==> src/rtl/phase_frame_scheduler.sv <==
// Framed phase-update scheduler: parses FT245 RX bytes into a masked shadow bank and
// commits the staged phases atomically on the next PWM period boundary, then acks/naks.
module phase_frame_scheduler #(
    parameter int NUM_CHANNELS = 4,
    parameter int PHASE_W      = 8,
    parameter int DATA_W       = 8,
    parameter int TIMEOUT      = 1024
) (
    input  logic                            clk,
    input  logic                            rst_n,
    input  logic                            rxfifo_empty,
    input  logic                            rxfifo_valid,
    input  logic [DATA_W-1:0]               rxfifo_data,
    output logic                            rxfifo_rd,
    input  logic                            txfifo_full,
    output logic                            txfifo_wr,
    output logic [DATA_W-1:0]               txfifo_data,
    input  logic                            period_sync,
    output logic [NUM_CHANNELS*PHASE_W-1:0] phases,
    output logic                            commit_pulse,
    output logic                            busy,
    output logic [7:0]                      err_cnt
);

    localparam int CH_W  = (NUM_CHANNELS > 1) ? $clog2(NUM_CHANNELS) : 1;
    localparam int TMO_W = $clog2(TIMEOUT + 1);

    localparam logic [DATA_W-1:0] SOF_BYTE = DATA_W'(8'hAA);
    localparam logic [DATA_W-1:0] EOF_BYTE = DATA_W'(8'h55);
    localparam logic [DATA_W-1:0] ACK_CODE = DATA_W'(8'h4B);
    localparam logic [DATA_W-1:0] NAK_CODE = DATA_W'(8'hEE);
    localparam logic [DATA_W:0]   CH_LIMIT = (DATA_W+1)'(NUM_CHANNELS);
    localparam logic [TMO_W-1:0]  TMO_LAST = TMO_W'(TIMEOUT - 1);

    typedef enum logic [2:0] {
        S_HDR,
        S_START,
        S_COUNT,
        S_PAYLOAD,
        S_TRAILER,
        S_ARMED,
        S_ACK
    } state_t;

    state_t                  state;
    logic                    fetch_pend;
    logic [DATA_W-1:0]       start_r;
    logic [DATA_W-1:0]       remain_r;
    logic [CH_W-1:0]         wr_idx;
    logic [TMO_W-1:0]        tmo_cnt;
    logic [NUM_CHANNELS-1:0] mask;
    logic [PHASE_W-1:0]      shadow  [NUM_CHANNELS];
    logic [PHASE_W-1:0]      phase_r [NUM_CHANNELS];

    logic            byte_ok;
    logic            parse_state;
    logic            tmo_state;
    logic            tmo_hit;
    logic            count_bad;
    logic            abort;
    logic [DATA_W:0] frame_end;

    always_comb begin
        // NOTE: every always_comb output gets a default first so no path can infer a latch.
        byte_ok     = 1'b0;
        parse_state = 1'b0;
        tmo_state   = 1'b0;
        tmo_hit     = 1'b0;
        count_bad   = 1'b0;
        abort       = 1'b0;
        frame_end   = '0;

        byte_ok     = fetch_pend && rxfifo_valid;
        tmo_state   = (state == S_START) || (state == S_COUNT) ||
                      (state == S_PAYLOAD) || (state == S_TRAILER);
        parse_state = tmo_state || (state == S_HDR);
        // The frame end is computed one bit wider so START + COUNT never wraps.
        frame_end   = {1'b0, start_r} + {1'b0, rxfifo_data};
        count_bad   = (rxfifo_data == '0) || (frame_end > CH_LIMIT);
        tmo_hit     = tmo_state && !byte_ok && (tmo_cnt == TMO_LAST);
        abort       = tmo_hit ||
                      (byte_ok && (state == S_COUNT) && count_bad) ||
                      (byte_ok && (state == S_TRAILER) && (rxfifo_data != EOF_BYTE));
    end

    // NOTE: all sequential state uses non-blocking assignments so every register
    // samples pre-edge values regardless of statement order.
    always_ff @(posedge clk or negedge rst_n) begin
        if (!rst_n) begin
            state        <= S_HDR;
            fetch_pend   <= 1'b0;
            start_r      <= '0;
            remain_r     <= '0;
            wr_idx       <= '0;
            tmo_cnt      <= '0;
            mask         <= '0;
            rxfifo_rd    <= 1'b0;
            txfifo_wr    <= 1'b0;
            txfifo_data  <= '0;
            commit_pulse <= 1'b0;
            err_cnt      <= '0;
            // NOTE: the shadow bank is reset explicitly, unlike a plain RAM, so a
            // reset can never leave stale staged phases that a later commit exposes.
            for (int i = 0; i < NUM_CHANNELS; i++) begin
                shadow[i]  <= '0;
                phase_r[i] <= '0;
            end
        end else begin
            rxfifo_rd    <= 1'b0;
            txfifo_wr    <= 1'b0;
            commit_pulse <= 1'b0;

            // One read strobe per byte; the next strobe waits for the capture.
            if (byte_ok) begin
                fetch_pend <= 1'b0;
            end else if (parse_state && !fetch_pend && !rxfifo_empty && !abort) begin
                rxfifo_rd  <= 1'b1;
                fetch_pend <= 1'b1;
            end

            if (tmo_state && !byte_ok && !abort) begin
                tmo_cnt <= tmo_cnt + TMO_W'(1);
            end else begin
                tmo_cnt <= '0;
            end

            if (abort) begin
                if (err_cnt != 8'hFF) begin
                    err_cnt <= err_cnt + 8'd1;
                end
                mask        <= '0;
                txfifo_data <= NAK_CODE;
                state       <= S_ACK;
            end else begin
                unique case (state)
                    S_HDR: begin
                        if (byte_ok && (rxfifo_data == SOF_BYTE)) begin
                            state <= S_START;
                        end
                    end
                    S_START: begin
                        if (byte_ok) begin
                            start_r <= rxfifo_data;
                            state   <= S_COUNT;
                        end
                    end
                    S_COUNT: begin
                        if (byte_ok) begin
                            remain_r <= rxfifo_data;
                            wr_idx   <= start_r[CH_W-1:0];
                            mask     <= '0;
                            state    <= S_PAYLOAD;
                        end
                    end
                    S_PAYLOAD: begin
                        if (byte_ok) begin
                            shadow[wr_idx] <= rxfifo_data[PHASE_W-1:0];
                            mask[wr_idx]   <= 1'b1;
                            wr_idx         <= wr_idx + CH_W'(1);
                            remain_r       <= remain_r - DATA_W'(1);
                            if (remain_r == DATA_W'(1)) begin
                                state <= S_TRAILER;
                            end
                        end
                    end
                    S_TRAILER: begin
                        if (byte_ok) begin
                            state <= S_ARMED;
                        end
                    end
                    S_ARMED: begin
                        // A sync coincident with the trailer capture is seen in S_TRAILER
                        // and therefore ignored; only syncs sampled here commit.
                        if (period_sync) begin
                            for (int i = 0; i < NUM_CHANNELS; i++) begin
                                if (mask[i]) begin
                                    phase_r[i] <= shadow[i];
                                end
                            end
                            mask         <= '0;
                            commit_pulse <= 1'b1;
                            txfifo_data  <= ACK_CODE;
                            state        <= S_ACK;
                        end
                    end
                    S_ACK: begin
                        if (!txfifo_full) begin
                            txfifo_wr <= 1'b1;
                            state     <= S_HDR;
                        end
                    end
                    default: state <= S_HDR;
                endcase
            end
        end
    end

    for (genvar g = 0; g < NUM_CHANNELS; g++) begin : g_pack
        assign phases[g*PHASE_W +: PHASE_W] = phase_r[g];
    end

    assign busy = (state != S_HDR);

endmodule

==> config.mk <==
export PLATFORM = sky130hd
export DESIGN_NAME = phase_frame_scheduler
export DESIGN_NICKNAME = d
export VERILOG_FILES = /design/src/rtl/phase_frame_scheduler.sv
export SDC_FILE = /design/constraint.sdc
export NUM_CORES = 1
export LEC_CHECK = 0
export CAP_MARGIN = 10
export CORE_MARGIN = 5
export CORE_UTILIZATION = 54
export CTS_BUF_LIST = sky130_fd_sc_hd__clkbuf_8 sky130_fd_sc_hd__clkbuf_16
export DETAILED_ROUTE_END_ITERATION = 7
export MAX_ROUTING_LAYER = met4
export PLACE_DENSITY = 0.9
export SETUP_SLACK_MARGIN = 0.1
export SYNTH_ARGS = -nofsm -noshare
export SYNTH_HDL_FRONTEND = slang
export SYNTH_SLANG_ARGS = --single-unit
==> constraint.sdc <==
create_clock -name clk -period 4.7 [get_ports clk]
set_input_delay 1.41 -clock clk [delete_from_list [all_inputs] [get_ports clk]]
set_output_delay 1.41 -clock clk [all_outputs]
set_load 0.005 [all_outputs]
Word level (Yosys, flattened, before mapping). Index checks and enable logic that the tools add are counted.

Bits in registers: 120. Logic and storage cells: 138. Input port bits: 14.

Bitwise operators: 3. Add/subtract/negate cells: 5. $lt $le $gt $ge: 5. Mux-type cells: 40. Reduce and logical (&&, ||, !) cells: 44. Equality and inequality tests: 21.

Operators by type and width (number): 2-to-1 mux 8 bit (6); bitwise mux 32 bit (1); 2-to-1 mux 3 bit (9); AND reduction 4 bit (6); one-hot mux 3 bit (7 select lines) (1); inequality test 3 bit (second input constant) (6); demux 8 bit (select 2 bit) (1); 2-to-1 mux 4 bit (4); one-hot mux 8 bit (2 select lines) (1); logical AND 1 bit (14); one-hot mux 4 bit (3 select lines) (1); adder 11 x 1 -> 11 bit (second input constant) (1); == test 11 x 10 -> 1 bit (second input constant) (1); 2-to-1 mux 1 bit (11); 2-to-1 mux 11 bit (1); adder 8 x 8 -> 9 bit (1); == test 3 bit (second input constant) (3); greater-than comparator 9 x 3 -> 1 bit (second input constant) (1); adder 8 x 1 -> 8 bit (second input constant) (1); == test 8 x 1 -> 1 bit (second input constant) (1); == test 8 bit (second input constant) (1); logical NOT 8 bit (1); inequality test 8 x 7 -> 1 bit (second input constant) (1); inequality test 8 bit (second input constant) (1); other kinds (25) (43).

Logic depth before layout (Yosys ltp). Gate-level depths: netlist of run 1.

Depth in word-level cells: 12. Gate-level depth with buffers: 10.

Least setup slack after synthesis of run 1. No wires, ideal clock.

Path type: in2reg. Start point: input rxfifo_data[0]. End point: register wr_idx[0]. Path buffers: 1. Data arrival time: 3.444 ns. Slack: 1.174 ns. Library setup time: 0.083 ns. Stages: 10. Cell sequence: ha_1 -> fa_1 -> a211oi_2 -> nor2_1 -> a221o_1 -> a41oi_2 -> o21ai_2 -> buf_6 -> or3_1 -> o21ai_0.

Longest elaborated chain between the ends: 8.

RTL lines: start: declaration (RTL line 13) `input logic [DATA_W-1:0] rxfifo_data,`; adder 8 x 8 -> 9 bit (RTL line 78) `frame_end = {1'b0, start_r} + {1'b0, rxfifo_data};`; greater-than comparator 9 x 3 -> 1 bit (RTL line 79) `count_bad = (rxfifo_data == '0) || (frame_end > CH_LIMIT);`; logical OR 1 bit (RTL line 79); logical AND 1 bit (RTL line 82) `(byte_ok && (state == S_COUNT) && count_bad) ||`; logical OR 1 bit (RTL line 81) `abort = tmo_hit ||`; logical OR 1 bit (*) (RTL line 82); NOT 1 bit (no source line) (*); AND reduction 4 bit (no source line) (*); end signal: assignment (RTL line 150) `wr_idx <= start_r[CH_W-1:0];`; end signal: assignment (RTL line 159) `wr_idx <= wr_idx + CH_W'(1);`; end: declaration (RTL line 49) `logic [CH_W-1:0] wr_idx;`.

Mark *: on every way between the ends. The rest lies on a longest branch, timed or not. A chain may end at the register's enable or synchronous reset.

Final worst setup path of run 1. Ends and elaborated chain as after synthesis.

==> run metrics, run 1 <==
hold-fix buffers at CTS 0; Worst Setup Path Type in -> reg; Area contributors post-synth dfrtp_1, mux2_2, ha_1; power per cell area 506 nW/um2; Ys Warns 0; largest net degree at the start of global routing 116; Leakage Power 3.15 nW; RR Endpoint wr_idx[0]; Critical Path Source Type primary input; pre-CTS setup slack 0.503 ns; EDFF count, synth 0; GPL Wtd Cong 0.882; H-Tree Depth 4; WHS Path Cells 1; final setup fails 0; CP arrival 4.21 ns; final WL 12300 um; CP max FO 20; min setup slack post-route 0.907 ns; status finished clean; layout net count 551; predominant post-synthesis flop cell dfrtp_1; CTS tree yes; # resized after CTS 0; Worst-Skew Late Latency 0.52 ns; WL per Instance 18.4 um; # IOs 66; layout cell share with drive strength beyond 1 23.9%; CTS Sinks 115; vias in the first global route 4032; sequential share of the synthesized area 54.7%; chip width 109 um; #FFs+latches synth 115; Syn Area/Cell 12.0 um2; Final Slew Violations 0; CTS Buf Count 17; Cells after Synth 440; Detail Route Antenna Nets 0; DR iter-0 viols 200; Overflow after GRT 0; PortBufs 64; syn_nets 471; via count 3819; complex-gate fraction of the synthesized area 8.61%; post-synth top area cell dfrtp_1; GRT Total Usage 23.2%; die area 11800 um2; die height 109 um; CP required 5.12 ns; post-synth cell types 53; Initial Utilization 54.6%; Area Overhead vs Synth 25.9%; critical path's largest stage delay 0.44 ns; Worst Skew 0.0204 ns; 1st-pass router iterations 7; Commonest cells post-synth dfrtp_1, mux2_2, nor2_1; initial antenna violation count 0; largest family of logic cells by synthesized area multiplexers; # Post-CTS Setup Buffers 0; Synth Area in XOR/XNOR 2.16%; Core Rows 36; Hold Crit Endpoint phases[4]; top cell type's share of synthesized area 54.7%; Highest Clock Rate 264 MHz; crit end category flop; DR DRC count 0; Hold Violations, Final 0; Adder-Cell Fraction of Synth Area 4.19%; max-cap violations 0; core area 9640 um2; asr flop ratio synth 100%; Final HPWL DP 8010 um; maximum vdd ir drop 0.000297 V; relative slew slack 35.6%; Synth Area in Simple Gates 11.3%; clock root buffer master clkbuf_8; Worst-Margin Slew 0.957 ns; Tmin final 3.79 ns; final instance area 6620 um2; DP Cell Count 634; most common cell in the synthesized netlist dfrtp_1; fin cells 665; Post-Place Cell Area 6070 um2; period utilization 80.7%; vias per inst 5.74; critical path's slowest cell clkdlybuf4s50_1; hold slack 0.502 ns; Max Buffers Root-to-Sink 2; hold_sp shadow[28]; # diodes 0; first-pass GRT wire length 20400 um; TNS Setup 0 ns; worst r2r path cells 9; RSZ-0062 raised after global routing no; Syn Std Cell Area 5260 um2; HP Class reg -> reg; r2r setup slk 1.82 ns; mux share of post-synthesis cell area 16.6%; crit-path cells clkdlybuf4s50_1 -> ha_1 -> fa_1 -> a211oi_2 -> nor2_1 -> a221o_1 -> a41oi_2 -> o21ai_2 -> or3_1 -> o21ai_0; worst r2r src start_r[0]; Clock transition at path regs 0.06 ns
## cell usage in the layout (no fill, tap or decap), types with 6 or more instances in the layout
cell type,Yosys,layout
mux2_2,75,75
xor2_1,7,7
clkbuf_16,0,16
nand3_1,11,11
nand2_1,28,28
xnor2_1,6,6
clkdlybuf4s50_1,0,63
nor3_1,6,6
a21oi_1,25,25
inv_1,10,11
o21ai_0,23,23
nor2_1,38,38
buf_4,5,10
dfrtp_1,115,115
ha_1,16,16
## worst max path at each step
| stage | from | endpoint | slack (ns) | cells past startpoint |
|---|---|---|---|---|
| 6_report | rxfifo_data[0] | wr_idx[0] | 0.91 | 10 |
| 2_1_floorplan | rxfifo_data[0] | wr_idx[0] | 1.17 | 10 |
| 4_1_cts | rxfifo_data[0] | wr_idx[0] | 0.93 | 10 |
| 3_5_place_dp | rxfifo_data[0] | wr_idx[0] | 0.50 | 10 |
| 5_1_grt | rxfifo_data[0] | remain_r[0] | 0.79 | 10 |
| 3_3_place_gp | rxfifo_data[0] | wr_idx[0] | 0.57 | 10 |
## cell type report
| class | count | area (um2) |
|---|---|---|
| Fill cell | 678 | 3020 |
| Sequential cell | 115 | 2880 |
| Multi-Input combinational cell | 301 | 2260 |
| Timing Repair Buffer | 74 | 726 |
| Clock buffer | 19 | 442 |
| Tap cell | 133 | 166 |
| Clock inverter | 12 | 109 |
| Inverter | 11 | 41.3 |
## per-stage QoR
stage / total power [mW] / utilization, %
after floorplan: 1.85 / -
after global placement: 2.09 / 63.0
final: 3.35 / 68.7
after CTS: 3.35 / 68.7
after global routing: 3.53 / 68.7
after detailed placement: 2.15 / 63.0
## critical path, delay by kind of cell
kind / cells / cell delay, ns
buf+inv: 1 / 0.44
simple gates: 2 / 0.53
compound gates: 5 / 1.14
fa+ha+maj: 2 / 0.70
## per-layer routing
| metal | track usage, % | routed length [um] | vias to the layer above |
|---|---|---|---|
| met5 | - | 0 | - |
| met4 | 8.39 | 282 | 0 |
| met3 | 5.09 | 647 | 30 |
| met2 | 39.1 | 6310 | 145 |
| met1 | 27.5 | 5010 | 1902 |
| li1 | - | - | 1742 |
## cell families (layout without fill, tap and decap cells)
family	count (synthesis)	after routing
AO/OA/AOI/OAI	73	73
XOR/XNOR	13	13
adder cells (fa/ha/maj)	17	17
buffers and inverters	24	116
flip-flops	115	115
multiplexers	78	78
other	1	1
AND/OR/NAND/NOR	119	119
## where the power goes
part	total [mW]	internal (mW)	switching, mW
combinational	0.832	0.389	0.443
clock	1.18	0.726	0.457
sequential	1.34	1.16	0.179
## registers in the layout, summed over array words and instances (netlist names), 2 cells and up
signal       count
remain_r         8
phases          32
start_r          8
state            3
tmo_cnt         11
err_cnt          8
mask             4
txfifo_data      3
shadow          32
wr_idx           2
(Power assumes the default switching activity.)
==> inputs of run 2 (changes only) <==
==> constraint.sdc (replaced) <==
create_clock -name clk -period 3.8 [get_ports clk]
set_input_delay 1.14 -clock clk [delete_from_list [all_inputs] [get_ports clk]]
set_output_delay 1.14 -clock clk [all_outputs]
set_load 0.005 [all_outputs]
==> run metrics, run 2 (same netlist as run 1, synthesis figures left out) <==
Area Overhead vs Synth 26.7% (was 25.9%); critical path's slowest cell clkdlybuf4s50_1 (unchanged); GPL Wtd Cong 0.979 (was 0.882); Leakage Power 3.17 nW (was 3.15 nW); layout cell share with drive strength beyond 1 25.3% (was 23.9%); RSZ-0062 raised after global routing no (unchanged); CP bufs+invs 2 (was 1); critical path's largest stage delay 0.43 ns (was 0.44 ns); WL per Instance 19.3 um (was 18.4 um); vias per inst 5.85 (was 5.74); DR iter-0 viols 280 (was 200); Max Buffers Root-to-Sink 2 (unchanged); worst r2r src start_r[0] (unchanged); footprint of the multi-input gates 2260 um2 (unchanged); initial antenna violation count 0 (unchanged); chip width 109 um (unchanged); period utilization 92.8%; crit-path cells clkdlybuf4s50_1 -> ha_1 -> fa_1 -> a211oi_2 -> nor2_1 -> a221o_1 -> nand4_1 -> nand3_2 -> buf_4 -> a21o_1 -> nor2_1 (was clkdlybuf4s50_1 -> ha_1 -> fa_1 -> a211oi_2 -> nor2_1 -> a221o_1 -> a41oi_2 -> o21ai_2 -> or3_1 -> o21ai_0); commonest non-fill, non-tap cell in the layout dfrtp_1 (unchanged); power per cell area 620 nW/um2 (was 506 nW/um2); cell mode on critical path nor2_1; # IOs 66 (unchanged); Core Rows 36 (unchanged); CP max FO 6 (was 20); worst r2r path cells 10 (was 9); Crit. path cell count 11 (was 10); status finished clean (unchanged); hold_sp shadow[2] (was shadow[28]); Worst-Skew Late Latency 0.52 ns (about the same); final instance area 6660 um2 (was 6620 um2); Final Slew Violations 0 (unchanged); Initial Utilization 54.6% (unchanged); FF+latch area 2880 um2 (unchanged); hold-fix buffers at CTS 0 (unchanged); fin cells 674 (was 665); Worst Setup Path Type in -> reg (unchanged); die height 109 um (unchanged); Worst-Margin Slew 0.586 ns (was 0.957 ns); Hold Violations, Final 0 (unchanged); Tmin final 3.53 ns; Critical Path Source Type primary input (unchanged); H-Tree Depth 4 (unchanged); Overflow after GRT 0 (unchanged); final setup fails 0 (unchanged); # resized after CTS 0 (unchanged); RR Endpoint mask[3] (was wr_idx[0]); Clock transition at path regs 0.06 ns (about the same); die area 11800 um2 (unchanged); WHS Path Cells 1 (unchanged); max-cap violations 0 (unchanged); DP Cell Count 643 (was 634); CP required 4.22 ns (was 5.12 ns); CTS Buf Count 17 (unchanged); crit end category flop (unchanged); via count 3944 (was 3819); PortBufs 64 (unchanged); Hold Crit Endpoint phases[26] (was phases[4]); Layout fillers 667 (was 678); Final HPWL DP 8460 um (was 8010 um); layout net count 560 (was 551); CP arrival 3.95 ns (was 4.21 ns); r2r setup slk 0.88 ns (was 1.82 ns); CTS Sinks 115 (unchanged); HP Class reg -> reg (unchanged); # Post-CTS Setup Buffers 0 (unchanged); GRT Total Usage 24.8% (was 23.2%); maximum vdd ir drop 0.000344 V (was 0.000297 V); Highest Clock Rate 284 MHz; Post-Place Cell Area 6140 um2 (was 6070 um2); core area 9640 um2 (unchanged); final WL 13000 um (was 12300 um); DR DRC count 0 (unchanged); relative slew slack 60.9% (was 35.6%); most frequent cells in the layout dfrtp_1, mux2_2, clkdlybuf4s50_1 (unchanged); # diodes 0 (unchanged); largest net degree at the start of global routing 71 (was 116); first-pass GRT wire length 21700 um (was 20400 um); 1st-pass router iterations 5 (was 7); CTS tree yes (unchanged); Detail Route Antenna Nets 0 (unchanged); Worst Skew 0.00714 ns (was 0.0204 ns); clock root buffer master clkbuf_8 (unchanged); family with the most delay on the worst path compound AO/OA/AOI/OAI gates (unchanged); vias in the first global route 4303 (was 4032)
## run 2: cell count changes in the layout (fill, tap and decap cells not counted), sizes merged
cell      change
buf           +9
clkbuf        -2
bufinv        -1
clkinv        +1
clkinvlp      +1
inv           +1
## run 2: worst max path at each step
stage                   start          end  slack (ns)
3_3_place_gp   rxfifo_data[0]   err_cnt[1]       -0.02
3_5_place_dp   rxfifo_data[0]   err_cnt[1]       -0.11
5_1_grt        rxfifo_data[0]  remain_r[7]        0.13
6_report       rxfifo_data[0]      mask[3]        0.27
2_1_floorplan  rxfifo_data[0]    wr_idx[0]        0.54
4_1_cts        rxfifo_data[0]      mask[3]        0.33
## run 2: report_power, final
part	internal, mW	switching (mW)	total (mW)	leakage [nW]
Combinational	0.501	0.570	1.07	1.35
Clock	0.804	0.604	1.41	0.255
Sequential	1.43	0.223	1.65	1.56
Total	2.74	1.40	4.13	3.17
## run 2: layout make-up
class	count	area share (%)
Clock buffer	17	6.21
Sequential cell	115	43.2
Clock inverter	14	1.63
Multi-Input combinational cell	301	33.9
Timing Repair Buffer	83	11.9
Inverter	11	0.620
Tap cell	133	2.50
## run 2: through the flow
step	power, mW	hold WS, ns	utilization, %	setup slack (ns)	setup TNS, ns
5_1_grt	4.36	0.518	69.1	0.129	0
2_1_floorplan	2.29	0.462	-	0.544	0
3_3_place_gp	2.61	0.478	63.7	-0.0247	-0.0247
4_1_cts	4.12	0.505	69.1	0.333	0
6_report	4.13	0.503	69.1	0.273	0
3_5_place_dp	2.69	0.490	63.7	-0.114	-1.18
## run 2: metal layers
metal / share of wire [%] / track usage [%] / vias to the layer above
met2: 51 / 40.9 / 187
met5: 0 / - / -
li1: - / - / 1758
met3: 6.4 / 6.04 / 48
met4: 3.0 / 10.4 / 0
met1: 40 / 29.1 / 1951
